`src/rtl/wb_bram_arbiter_pkg.sv`:
```
// Shared definitions for the two-master Wishbone BRAM arbiter: state encoding,
// one-hot grant codes and the reset level macro used by every register.
`ifndef RstEnable
`define RstEnable 1'b0
`endif

package wb_bram_arbiter_pkg;

   typedef enum logic [1:0] {
      IDLE = 2'd0,
      ADDR = 2'd1,
      WAIT = 2'd2,
      DONE = 2'd3
   } state_e;

   localparam logic [1:0] GNT_NONE = 2'b00;
   localparam logic [1:0] GNT_M0   = 2'b01;
   localparam logic [1:0] GNT_M1   = 2'b10;

endpackage

```
`src/rtl/wb_bram_arbiter_if.sv`:
```
// Bus bundle for the arbiter: two Wishbone masters (m0 = fetch, m1 = data),
// the BRAM-wrapper slave side and the debug grant vector.
interface wb_bram_arbiter_if #(
   parameter int unsigned ADDR_W = 32,
   parameter int unsigned DATA_W = 32
);

   logic              m0_cyc_i;
   logic              m0_stb_i;
   logic              m0_we_i;
   logic [ADDR_W-1:0] m0_adr_i;
   logic [DATA_W-1:0] m0_dat_i;
   logic [3:0]        m0_sel_i;
   logic [DATA_W-1:0] m0_dat_o;
   logic              m0_ack_o;

   logic              m1_cyc_i;
   logic              m1_stb_i;
   logic              m1_we_i;
   logic [ADDR_W-1:0] m1_adr_i;
   logic [DATA_W-1:0] m1_dat_i;
   logic [3:0]        m1_sel_i;
   logic [DATA_W-1:0] m1_dat_o;
   logic              m1_ack_o;

   logic              s_cyc_o;
   logic              s_stb_o;
   logic              s_we_o;
   logic [ADDR_W-1:0] s_adr_o;
   logic [DATA_W-1:0] s_dat_o;
   logic [3:0]        s_sel_o;
   logic [DATA_W-1:0] s_dat_i;
   logic              s_ack_i;

   logic [1:0]        gnt_o;

   // The arbiter is the Wishbone slave of both masters.
   modport slave (
      input  m0_cyc_i, m0_stb_i, m0_we_i, m0_adr_i, m0_dat_i, m0_sel_i,
      output m0_dat_o, m0_ack_o,
      input  m1_cyc_i, m1_stb_i, m1_we_i, m1_adr_i, m1_dat_i, m1_sel_i,
      output m1_dat_o, m1_ack_o,
      output s_cyc_o, s_stb_o, s_we_o, s_adr_o, s_dat_o, s_sel_o,
      input  s_dat_i, s_ack_i,
      output gnt_o
   );

   // The surrounding system: both masters plus the BRAM wrapper.
   modport master (
      output m0_cyc_i, m0_stb_i, m0_we_i, m0_adr_i, m0_dat_i, m0_sel_i,
      input  m0_dat_o, m0_ack_o,
      output m1_cyc_i, m1_stb_i, m1_we_i, m1_adr_i, m1_dat_i, m1_sel_i,
      input  m1_dat_o, m1_ack_o,
      input  s_cyc_o, s_stb_o, s_we_o, s_adr_o, s_dat_o, s_sel_o,
      output s_dat_i, s_ack_i,
      input  gnt_o
   );

endinterface

```
`src/rtl/wb_bram_arbiter_prio.sv`:
```
// Combinational grant select for the BRAM arbiter. Fixed priority (m1 over m0)
// by default; round-robin on contention when WB_ARB_ROUND_ROBIN_EN is defined.
module wb_arb_prio
   import wb_bram_arbiter_pkg::*;
(
   input  logic       m0_req,
   input  logic       m1_req,
   input  logic       last_gnt,   // 1 = m1 was granted last
   output logic [1:0] gnt
);

`ifdef WB_ARB_ROUND_ROBIN_EN
   // NOTE: gnt gets a default before any branch so no path leaves it unassigned (no latch).
   always_comb begin
      gnt = GNT_NONE;
      if (m0_req && m1_req) begin
         gnt = last_gnt ? GNT_M0 : GNT_M1;
      end else if (m1_req) begin
         gnt = GNT_M1;
      end else if (m0_req) begin
         gnt = GNT_M0;
      end
   end
`else
   // The pointer only matters for round-robin; keep the port for a uniform interface.
   logic unused_last_gnt;
   assign unused_last_gnt = last_gnt;

   always_comb begin
      gnt = GNT_NONE;
      if (m1_req) begin
         gnt = GNT_M1;
      end else if (m0_req) begin
         gnt = GNT_M0;
      end
   end
`endif

endmodule

```
`src/rtl/wb_bram_arbiter.sv`:
```
// Two-master Wishbone arbiter in front of a single-port BRAM wrapper; sequences
// address, read latency and a one-cycle ack. Optional: WB_ARB_ROUND_ROBIN_EN.
module wb_bram_arbiter
   import wb_bram_arbiter_pkg::*;
#(
   parameter int unsigned RD_LATENCY = 1,
   parameter int unsigned ADDR_W     = 32,
   parameter int unsigned DATA_W     = 32
) (
   input  logic             wb_clk_i,
   input  logic             wb_rst_i,
   wb_bram_arbiter_if.slave bus
);

   localparam logic [1:0] LAT_LOAD = 2'(RD_LATENCY);

   state_e            state_q;
   state_e            state_d;
   logic [1:0]        arb_gnt;
   logic [1:0]        gnt_q;
   logic              m0_req;
   logic              m1_req;
   logic              granted_cyc;
   logic              last_gnt;

   logic [ADDR_W-1:0] lat_adr;
   logic [DATA_W-1:0] lat_dat;
   logic [3:0]        lat_sel;
   logic              lat_we;
   logic [1:0]        cnt_q;
   logic [DATA_W-1:0] m0_dat_q;
   logic [DATA_W-1:0] m1_dat_q;

   assign m0_req = bus.m0_cyc_i & bus.m0_stb_i;
   assign m1_req = bus.m1_cyc_i & bus.m1_stb_i;

   // Only the owner's cyc matters once granted; losing it aborts the access.
   assign granted_cyc = (gnt_q[0] & bus.m0_cyc_i) | (gnt_q[1] & bus.m1_cyc_i);

   wb_arb_prio u_prio (
      .m0_req   (m0_req),
      .m1_req   (m1_req),
      .last_gnt (last_gnt),
      .gnt      (arb_gnt)
   );

`ifdef WB_ARB_ROUND_ROBIN_EN
   always_ff @(posedge wb_clk_i or negedge wb_rst_i) begin
      if (wb_rst_i == `RstEnable) begin
         last_gnt <= 1'b0;
      end else if (state_q == IDLE && arb_gnt != GNT_NONE) begin
         last_gnt <= arb_gnt[1];
      end
   end
`else
   assign last_gnt = 1'b0;
`endif

   // NOTE: sequential state uses non-blocking assignments so every register samples pre-edge values.
   always_ff @(posedge wb_clk_i or negedge wb_rst_i) begin
      if (wb_rst_i == `RstEnable) begin
         state_q <= IDLE;
      end else begin
         state_q <= state_d;
      end
   end

   always_comb begin
      state_d = state_q;
      case (state_q)
         IDLE: begin
            if (arb_gnt != GNT_NONE) begin
               state_d = ADDR;
            end
         end
         ADDR: begin
            if (!granted_cyc) begin
               state_d = IDLE;
            end else if (bus.s_ack_i) begin
               state_d = lat_we ? DONE : WAIT;
            end
         end
         WAIT: begin
            if (!granted_cyc) begin
               state_d = IDLE;
            end else if (cnt_q == 2'd1) begin
               state_d = DONE;
            end
         end
         DONE: begin
            state_d = IDLE;
         end
         default: begin
            state_d = IDLE;
         end
      endcase
   end

   always_ff @(posedge wb_clk_i or negedge wb_rst_i) begin
      if (wb_rst_i == `RstEnable) begin
         gnt_q    <= GNT_NONE;
         lat_adr  <= '0;
         lat_dat  <= '0;
         lat_sel  <= '0;
         lat_we   <= 1'b0;
         cnt_q    <= 2'd0;
         m0_dat_q <= '0;
         m1_dat_q <= '0;
      end else begin
         if (state_q == IDLE && arb_gnt != GNT_NONE) begin
            if (arb_gnt == GNT_M1) begin
               lat_adr <= bus.m1_adr_i;
               lat_dat <= bus.m1_dat_i;
               lat_sel <= bus.m1_sel_i;
               lat_we  <= bus.m1_we_i;
            end else begin
               lat_adr <= bus.m0_adr_i;
               lat_dat <= bus.m0_dat_i;
               lat_sel <= bus.m0_sel_i;
               lat_we  <= bus.m0_we_i;
            end
         end

         // Grant is held from ADDR through DONE and dropped on any return to IDLE.
         if (state_d == IDLE) begin
            gnt_q <= GNT_NONE;
         end else if (state_q == IDLE) begin
            gnt_q <= arb_gnt;
         end

         if (state_d == IDLE) begin
            cnt_q <= 2'd0;
         end else if (state_q == ADDR && state_d == WAIT) begin
            cnt_q <= LAT_LOAD;
         end else if (state_q == WAIT) begin
            cnt_q <= cnt_q - 2'd1;
         end

         // Capture only on a completed read; an aborted one leaves the old data visible.
         if (state_q == WAIT && state_d == DONE) begin
            if (gnt_q[0]) begin
               m0_dat_q <= bus.s_dat_i;
            end
            if (gnt_q[1]) begin
               m1_dat_q <= bus.s_dat_i;
            end
         end
      end
   end

   always_comb begin
      bus.s_cyc_o  = 1'b0;
      bus.s_stb_o  = 1'b0;
      bus.s_we_o   = 1'b0;
      bus.s_adr_o  = '0;
      bus.s_dat_o  = '0;
      bus.s_sel_o  = '0;
      bus.m0_ack_o = 1'b0;
      bus.m1_ack_o = 1'b0;
      case (state_q)
         ADDR: begin
            bus.s_cyc_o = 1'b1;
            bus.s_stb_o = 1'b1;
            bus.s_we_o  = lat_we;
            bus.s_adr_o = lat_adr;
            bus.s_dat_o = lat_dat;
            bus.s_sel_o = lat_sel;
         end
         WAIT: begin
            bus.s_cyc_o = 1'b1;
            bus.s_adr_o = lat_adr;
         end
         DONE: begin
            bus.m0_ack_o = gnt_q[0];
            bus.m1_ack_o = gnt_q[1];
         end
         default: begin
         end
      endcase
      bus.m0_dat_o = m0_dat_q;
      bus.m1_dat_o = m1_dat_q;
      bus.gnt_o    = gnt_q;
   end

endmodule

```
`src/flat_wrapper.sv`:
```
// flat-port wrapper written by rule: the top's interface ports become plain ports
module wb_bram_arbiter_flat import wb_bram_arbiter_pkg::*;
#(
   parameter int unsigned RD_LATENCY = 1,
   parameter int unsigned ADDR_W     = 32,
   parameter int unsigned DATA_W     = 32
)
  (wb_clk_i, wb_rst_i, bus_m0_cyc_i, bus_m0_stb_i, bus_m0_we_i, bus_m0_adr_i, bus_m0_dat_i, bus_m0_sel_i, bus_m0_dat_o, bus_m0_ack_o, bus_m1_cyc_i, bus_m1_stb_i, bus_m1_we_i, bus_m1_adr_i, bus_m1_dat_i, bus_m1_sel_i, bus_m1_dat_o, bus_m1_ack_o, bus_s_cyc_o, bus_s_stb_o, bus_s_we_o, bus_s_adr_o, bus_s_dat_o, bus_s_sel_o, bus_s_dat_i, bus_s_ack_i, bus_gnt_o);
  wb_bram_arbiter_if #(.ADDR_W(ADDR_W), .DATA_W(DATA_W)) bus_i ();
  input  logic wb_clk_i;
  input  logic wb_rst_i;
  input wire logic [$bits(bus_i.m0_cyc_i)-1:0] bus_m0_cyc_i;
  input wire logic [$bits(bus_i.m0_stb_i)-1:0] bus_m0_stb_i;
  input wire logic [$bits(bus_i.m0_we_i)-1:0] bus_m0_we_i;
  input wire logic [$bits(bus_i.m0_adr_i)-1:0] bus_m0_adr_i;
  input wire logic [$bits(bus_i.m0_dat_i)-1:0] bus_m0_dat_i;
  input wire logic [$bits(bus_i.m0_sel_i)-1:0] bus_m0_sel_i;
  output wire logic [$bits(bus_i.m0_dat_o)-1:0] bus_m0_dat_o;
  output wire logic [$bits(bus_i.m0_ack_o)-1:0] bus_m0_ack_o;
  input wire logic [$bits(bus_i.m1_cyc_i)-1:0] bus_m1_cyc_i;
  input wire logic [$bits(bus_i.m1_stb_i)-1:0] bus_m1_stb_i;
  input wire logic [$bits(bus_i.m1_we_i)-1:0] bus_m1_we_i;
  input wire logic [$bits(bus_i.m1_adr_i)-1:0] bus_m1_adr_i;
  input wire logic [$bits(bus_i.m1_dat_i)-1:0] bus_m1_dat_i;
  input wire logic [$bits(bus_i.m1_sel_i)-1:0] bus_m1_sel_i;
  output wire logic [$bits(bus_i.m1_dat_o)-1:0] bus_m1_dat_o;
  output wire logic [$bits(bus_i.m1_ack_o)-1:0] bus_m1_ack_o;
  output wire logic [$bits(bus_i.s_cyc_o)-1:0] bus_s_cyc_o;
  output wire logic [$bits(bus_i.s_stb_o)-1:0] bus_s_stb_o;
  output wire logic [$bits(bus_i.s_we_o)-1:0] bus_s_we_o;
  output wire logic [$bits(bus_i.s_adr_o)-1:0] bus_s_adr_o;
  output wire logic [$bits(bus_i.s_dat_o)-1:0] bus_s_dat_o;
  output wire logic [$bits(bus_i.s_sel_o)-1:0] bus_s_sel_o;
  input wire logic [$bits(bus_i.s_dat_i)-1:0] bus_s_dat_i;
  input wire logic [$bits(bus_i.s_ack_i)-1:0] bus_s_ack_i;
  output wire logic [$bits(bus_i.gnt_o)-1:0] bus_gnt_o;
  assign bus_i.m0_cyc_i = bus_m0_cyc_i;
  assign bus_i.m0_stb_i = bus_m0_stb_i;
  assign bus_i.m0_we_i = bus_m0_we_i;
  assign bus_i.m0_adr_i = bus_m0_adr_i;
  assign bus_i.m0_dat_i = bus_m0_dat_i;
  assign bus_i.m0_sel_i = bus_m0_sel_i;
  assign bus_m0_dat_o = bus_i.m0_dat_o;
  assign bus_m0_ack_o = bus_i.m0_ack_o;
  assign bus_i.m1_cyc_i = bus_m1_cyc_i;
  assign bus_i.m1_stb_i = bus_m1_stb_i;
  assign bus_i.m1_we_i = bus_m1_we_i;
  assign bus_i.m1_adr_i = bus_m1_adr_i;
  assign bus_i.m1_dat_i = bus_m1_dat_i;
  assign bus_i.m1_sel_i = bus_m1_sel_i;
  assign bus_m1_dat_o = bus_i.m1_dat_o;
  assign bus_m1_ack_o = bus_i.m1_ack_o;
  assign bus_s_cyc_o = bus_i.s_cyc_o;
  assign bus_s_stb_o = bus_i.s_stb_o;
  assign bus_s_we_o = bus_i.s_we_o;
  assign bus_s_adr_o = bus_i.s_adr_o;
  assign bus_s_dat_o = bus_i.s_dat_o;
  assign bus_s_sel_o = bus_i.s_sel_o;
  assign bus_i.s_dat_i = bus_s_dat_i;
  assign bus_i.s_ack_i = bus_s_ack_i;
  assign bus_gnt_o = bus_i.gnt_o;
  wb_bram_arbiter #(.RD_LATENCY(RD_LATENCY), .ADDR_W(ADDR_W), .DATA_W(DATA_W)) u_core (.wb_clk_i(wb_clk_i), .wb_rst_i(wb_rst_i), .bus(bus_i));
endmodule
```
`config.mk`:
```
export PLATFORM = sky130hd
export DESIGN_NAME = wb_bram_arbiter_flat
export DESIGN_NICKNAME = d
export VERILOG_FILES = /design/src/rtl/wb_bram_arbiter_pkg.sv /design/src/rtl/wb_bram_arbiter_if.sv /design/src/rtl/wb_bram_arbiter_prio.sv /design/src/rtl/wb_bram_arbiter.sv /design/src/flat_wrapper.sv
export SDC_FILE = /design/constraint.sdc
export NUM_CORES = 1
export LEC_CHECK = 0
export BUFFER_PORTS_ARGS = -buffer_cell sky130_fd_sc_hd__clkbuf_2
export CORE_UTILIZATION = 44
export CTS_BUF_LIST = sky130_fd_sc_hd__clkbuf_8
export CTS_CLUSTER_DIAMETER = 100
export CTS_CLUSTER_SIZE = 12
export DETAILED_ROUTE_END_ITERATION = 8
export GPL_ROUTABILITY_DRIVEN = 0
export GPL_TIMING_DRIVEN = 0
export HOLD_SLACK_MARGIN = 0.08
export PLACE_DENSITY = 0.79
export RECOVER_POWER = 50
export SYNTH_ARGS = -nofsm -noshare
export SYNTH_HDL_FRONTEND = slang
export SYNTH_SLANG_ARGS = --single-unit
```
`constraint.sdc`:
```
create_clock -name wb_clk_i -period 2.1 [get_ports wb_clk_i]
set_input_delay 0.315 -clock wb_clk_i [delete_from_list [all_inputs] [get_ports wb_clk_i]]
set_output_delay 0.315 -clock wb_clk_i [all_outputs]
set_load 0.01 [all_outputs]
```
# Yosys cells after proc, flatten, opt, wreduce, memory -nomap -nowiden
# Index checks and enable logic that the tools add are counted.
# word_totals
reg_bits,139
in_bits,177
output_inout_bits,139
word_cells,59
# op_classes
n_addsub,1
eq_ne,7
mux,26
n_bitwise,5
reduce_logical,11
# ops
operator,n
2-to-1 mux 32 bit,4
2-to-1 mux 2 bit,11
equality test 2 bit (second input constant),5
2-to-1 mux 1 bit,8
2-to-1 mux 4 bit,2
case mux 2 bit (4 select lines),1
bitwise AND 1 bit,4
equality test 2 x 1 -> 1 bit (second input constant),2
zero test 2 bit,2
AND reduction 2 bit,2
nonzero test 2 bit,2
logical AND 1 bit,3
nonzero test 3 bit,1
OR reduction 2 bit,1
subtractor 2 x 1 -> 2 bit (second input constant),1
OR 1 bit,1

# Longest topological paths before layout
# depth
ltp_word,10
ltp_mapped,9
ltp_nobuf,7

# Modules after synthesis
# Synthesis repeated with hierarchy kept, for this count alone.
# hier_totals
hier_cells,517
area_unflattened_um2,6495.0
# by_module_without_submodules
module,instances,cells_each,area_per_inst_um2
wb_bram_arbiter,1,515,6473.7
wb_arb_prio,1,2,21.3

# Worst setup path before layout
# No wires, ideal clock.
# synth_path
path_type,flip-flop to flip-flop
from,register u_core.state_q[1]
to,"register u_core.m0_dat_q[0], in the netlist u_core.bus.m0_dat_o[0]"
setup_time_ns,0.125
t_arrival_ns,2.071
required_ns,1.975
setup_slack_ns,-0.097
path_stages_with_launch,9
path_cell_list,dfrtp_1 > inv_1 > ha_1 > and2_1 > a22o_1 > o21ai_2 > a211oi_4 > buf_6 > mux2_4
# synth_via
elab_chain_len,6
# synth_rtl
element,line_no,source
from (decl),wb_bram_arbiter.sv:17,state_e state_q;
from (signal assigned),wb_bram_arbiter.sv:64,state_q <= state_d;
"2-to-1 mux 2 bit, on equally long branches","wb_bram_arbiter.sv:86, wb_bram_arbiter.sv:79",
"2-to-1 mux 2 bit, on equally long branches","wb_bram_arbiter.sv:84, wb_bram_arbiter.sv:77",
case mux 2 bit (4 select lines),wb_bram_arbiter.sv:70,case (state_q)
equality test 2 bit,wb_bram_arbiter.sv:140,if (state_q == WAIT && state_d == DONE) begin
logical AND 1 bit (*),wb_bram_arbiter.sv:140,
AND reduction 2 bit (no line) (*),-,
to (signal assigned),wb_bram_arbiter.sv:142,m0_dat_q <= bus.s_dat_i;
to (decl),wb_bram_arbiter.sv:31,logic [DATA_W-1:0] m0_dat_q;
# Mark *: on every way between the ends. The rest lies on a longest branch, timed or not.
# A chain may end at the register's enable or synchronous reset.

# Worst setup path after layout
# layout_path
from,register u_core.state_q[1]
to,"register u_core.m1_dat_q[14], in the netlist u_core.bus.m1_dat_o[14]"
# layout_via
elab_chain_len,6
# layout_rtl
element,line_no,source
"2-to-1 mux 2 bit, on equally long branches","wb_bram_arbiter.sv:86, wb_bram_arbiter.sv:79",
"2-to-1 mux 2 bit, on equally long branches","wb_bram_arbiter.sv:84, wb_bram_arbiter.sv:77",
case mux 2 bit (4 select lines),wb_bram_arbiter.sv:70,
equality test 2 bit,wb_bram_arbiter.sv:140,
logical AND 1 bit (*),wb_bram_arbiter.sv:140,
AND reduction 2 bit (no line) (*),-,
to (signal assigned),wb_bram_arbiter.sv:145,m1_dat_q <= bus.s_dat_i;
to (decl),wb_bram_arbiter.sv:32,logic [DATA_W-1:0] m1_dat_q;
# Marked as above.

==> flow_metrics.env <==
export IMPL_sw_frac_of_total_pct=35.14
export IMPL_grt_overflow=0
export IMPL_final_cells=1123
export IMPL_cts_sinks=139
export IMPL_fin_skew_ps=8.317
export IMPL_net_switching_power_mw=3.681
export IMPL_status="complete, but fails checks"
export IMPL_drt_vias_per_instance=5.045
export IMPL_core_rowCount=44
export IMPL_antenna_found_initial=0
export IMPL_maxSlewHeadroom_pct=-1.507
export IMPL_hold_viol=0
export IMPL_num_vias=5666
export IMPL_cts_tree="yes"
export IMPL_die_h_um=125.1
export IMPL_area_growth_synth_to_final_pct=45.20
export IMPL_period_minus_slack_ps=2162
export IMPL_powerDensity_nw_per_um2=1082
export IMPL_setup_viol=58
export IMPL_drc_errors=41
export IMPL_regArea_um2=3481
export IMPL_cts_buffers=17
export IMPL_yosysTopAreaCellShare_pct=52.18
export IMPL_die_w_um=125.1
export IMPL_max_cap_violations=1
export IMPL_synth_cell_types=27
export IMPL_wl_um=19420
export IMPL_setup_ws_ps=-62.42
export IMPL_ys_seq_area_share_pct=52.18
export IMPL_slew_viol_final=59
export IMPL_holdPathStages=2
export IMPL_htree_num_levels=4
export IMPL_seq_power_share_pct=35.7
export IMPL_min_period_over_period_pct=103.0
export IMPL_n_fill_cell=1158
export IMPL_nNetsFinal=1109
export IMPL_cp_max_fo=5
export IMPL_numPlacedInstances=1059
export IMPL_avgSynthCellArea_um2=11.93
export IMPL_cts_path_max_buffers=2
export IMPL_crit_required_ps=2430
export IMPL_syn_area_um2=6666
export IMPL_synth_seq_cells=139
export IMPL_critPathKind="reg2reg"
export IMPL_p_leak_nw=5.161
export IMPL_rsz0062_at_grt="true"
export IMPL_violations="DRC, capacitance limit, slew limit, setup timing"
export IMPL_yosysWarnings=0
export IMPL_portBuffers=315
export IMPL_cpMaxStageDelayCell="dfrtp_2"
export IMPL_synthCells=559
export IMPL_max_stage_delay_ps=440
export IMPL_tightest_slew_ps=1523
export IMPL_worstPathArrival_ps=2490
export IMPL_cp_end_kind="flip-flop"
export IMPL_hold_path_class="in2reg"
export IMPL_clk_latency_ps=450
export IMPL_track_usage_pct=24.33
export IMPL_power_frac_comb_pct=43.2
export IMPL_antenna_cells=0
export IMPL_drive_gt1_share_pct=51.12
export IMPL_io_pins=316
export IMPL_drt_initial_drc_count=271
export IMPL_dr_pass1_iters=6
export IMPL_multi_input_area_um2=3119
export IMPL_die_area_um2=15650
export IMPL_crit_chain="inv_4, ha_4, nor2b_4, o21a_1, o21ai_4, a211oi_4, buf_6, clkbuf_16, mux2_4"
export IMPL_reg2reg_depth=9
export IMPL_max_freq_mhz=462.4
export IMPL_ant_nets=0
export IMPL_core_area_um2=14640
export IMPL_grt_pass1_vias=5554
export IMPL_setup_tns_final_ps=-2439
export IMPL_wl_per_cell_um=17.29
export IMPL_clockPowerShare_pct=21.1
export IMPL_cts_root_buf="clkbuf_8"
export IMPL_synthTopCellsByArea="dfrtp_1, mux2_4, mux2i_1, and2_1, a21oi_1"
export IMPL_p_int_mw=6.793
export IMPL_grt_pass1_wl_um=29250
export IMPL_peakVddDrop_mv=0.8110
export IMPL_clk_pin_slew_ps=80
export IMPL_syn_nets=741
export IMPL_start_kind="flip-flop"
export IMPL_grt_max_degree=82
export IMPL_start_util_pct=45.52
export IMPL_yosysTopAreaCell="dfrtp_1"
export IMPL_dpl_hpwl_um=13340
export IMPL_finish_utilization_pct=66.10
export IMPL_place_ws_ps=-520.1
-- synth_stat cells, drive strengths merged --
library cell	count
ha	5
a211oi	2
a32oi	1
nor2b	4
dfrtp	139
nand2	4
a21oi	73
inv	6
mux2i	70
clkbuf	21
o21ai	4
nor2	70
o21a	1
a31oi	2
buf	15
a41oi	1
and2	72
xor2	1
a22o	1
or2	1
mux2	64
a22oi	2
-- sequential cells by signal, indices dropped and copies added, names as in the netlist --
| register | count |
|---|---|
| u_core.bus.m1_dat_o | 32 |
| u_core.lat_we | 1 |
| u_core.bus.m0_dat_o | 32 |
| u_core.lat_sel | 4 |
| u_core.bus.gnt_o | 2 |
| u_core.state_q | 2 |
| u_core.lat_adr | 32 |
| u_core.cnt_q | 2 |
| u_core.lat_dat | 32 |
-- power groups by stage --
| stage | logic [mW] | registers [mW] | clock network (mW) |
|---|---|---|---|
| after floorplan | 2.08 | 3.67 | 0 |
| after global placement | 3.42 | 3.74 | 0 |
| after detailed placement | 3.48 | 3.77 | 0 |
| after CTS | 3.84 | 3.71 | 2.26 |
| after global routing | 4.91 | 3.82 | 2.39 |
| final | 4.53 | 3.74 | 2.21 |
-- metrics by stage --
step	area, um^2	hold WS (ps)	power [mW]
after floorplan	6685	19.41	5.744
after global routing	9679	79.89	11.12
after global placement	8492	489.8	7.162
after CTS	9270	82.22	9.798
final	9679	117.4	10.47
after detailed placement	8528	325.5	7.243
-- critical path: cells and delay by family, from the launching register on --
family / cells / cell delay, ps
AO/OA/AOI/OAI: 3 / 590
flip-flops: 1 / 440
buffers and inverters: 3 / 410
multiplexers: 1 / 290
adder cells (fa/ha/maj): 1 / 170
AND/OR/NAND/NOR: 1 / 140
-- area by class of cell --
| cell class | instances | share of cell area [%] |
|---|---|---|
| Clock buffer | 17 | 2.417 |
| Timing Repair Buffer | 349 | 21.87 |
| Buffer | 36 | 3.206 |
| Multi-Input combinational cell | 378 | 32.23 |
| Tap cell | 184 | 2.378 |
| Inverter | 6 | 0.2585 |
| Sequential cell | 139 | 35.96 |
| Clock inverter | 14 | 1.680 |
-- cells by family (layout without fill, tap and decap cells) --
kind of cell    after synthesis  after routing  synth area share [%]
flops                       139            139                 52.18
buf+inv                      42            422                 3.059
mux                         134            134                 24.70
xor+xnor                      1              1                0.1314
fa+ha+maj                     5              5                0.9384
simple gates                151            151                 11.39
compound gates               87             87                 7.602
-- path summary, 6_finish.rpt --
kind / from / endpoint / slack (ps)
min in group asynchronous: wb_rst_i / u_core.bus.m0_dat_o[2]$_DFFE_PN0P_ / 800
max: u_core.state_q[1]$_DFF_PN0_ / u_core.bus.m1_dat_o[14]$_DFFE_PN0P_ / -60
max reg2reg: u_core.state_q[1]$_DFF_PN0_ / u_core.bus.m1_dat_o[14]$_DFFE_PN0P_ / -60
max in group asynchronous: wb_rst_i / u_core.bus.m0_dat_o[22]$_DFFE_PN0P_ / 220
min reg2reg: u_core.bus.m0_dat_o[12]$_DFFE_PN0P_ / u_core.bus.m0_dat_o[12]$_DFFE_PN0P_ / 510
min: bus_s_dat_i[3] / u_core.bus.m0_dat_o[3]$_DFFE_PN0P_ / 120
-- layer usage --
layer	up-vias	part of all wire, %	global-route usage (%)
met1	2761	39	28.19
met4	0	1.2	7.174
met2	233	52	43.41
met3	26	7.2	7.189
met5	-	0	0
li1	2646	-	-
-- placed cells by master, fill, tap and decap left out, types with 13 or more instances in the layout --
cell type,Yosys,layout
clkbuf_2,0,276
dfrtp_1,139,137
a21oi_1,73,73
mux2i_1,70,70
nor2_1,70,69
mux2_4,60,62
and2_1,72,46
buf_6,6,33
clkbuf_1,21,28
and2_4,0,26
clkbuf_8,0,17
buf_4,0,13
-- repair_timing --
action                                  CTS  global route
pin swaps                                 4             7
buffers inserted                         15             3
hold buffers                              3             4
endpoints found under the setup margin  201           179
resized for setup                        44           127
hold endpoints to repair                 60             5
cloned                                    4             5
(Power assumes the default switching activity.)
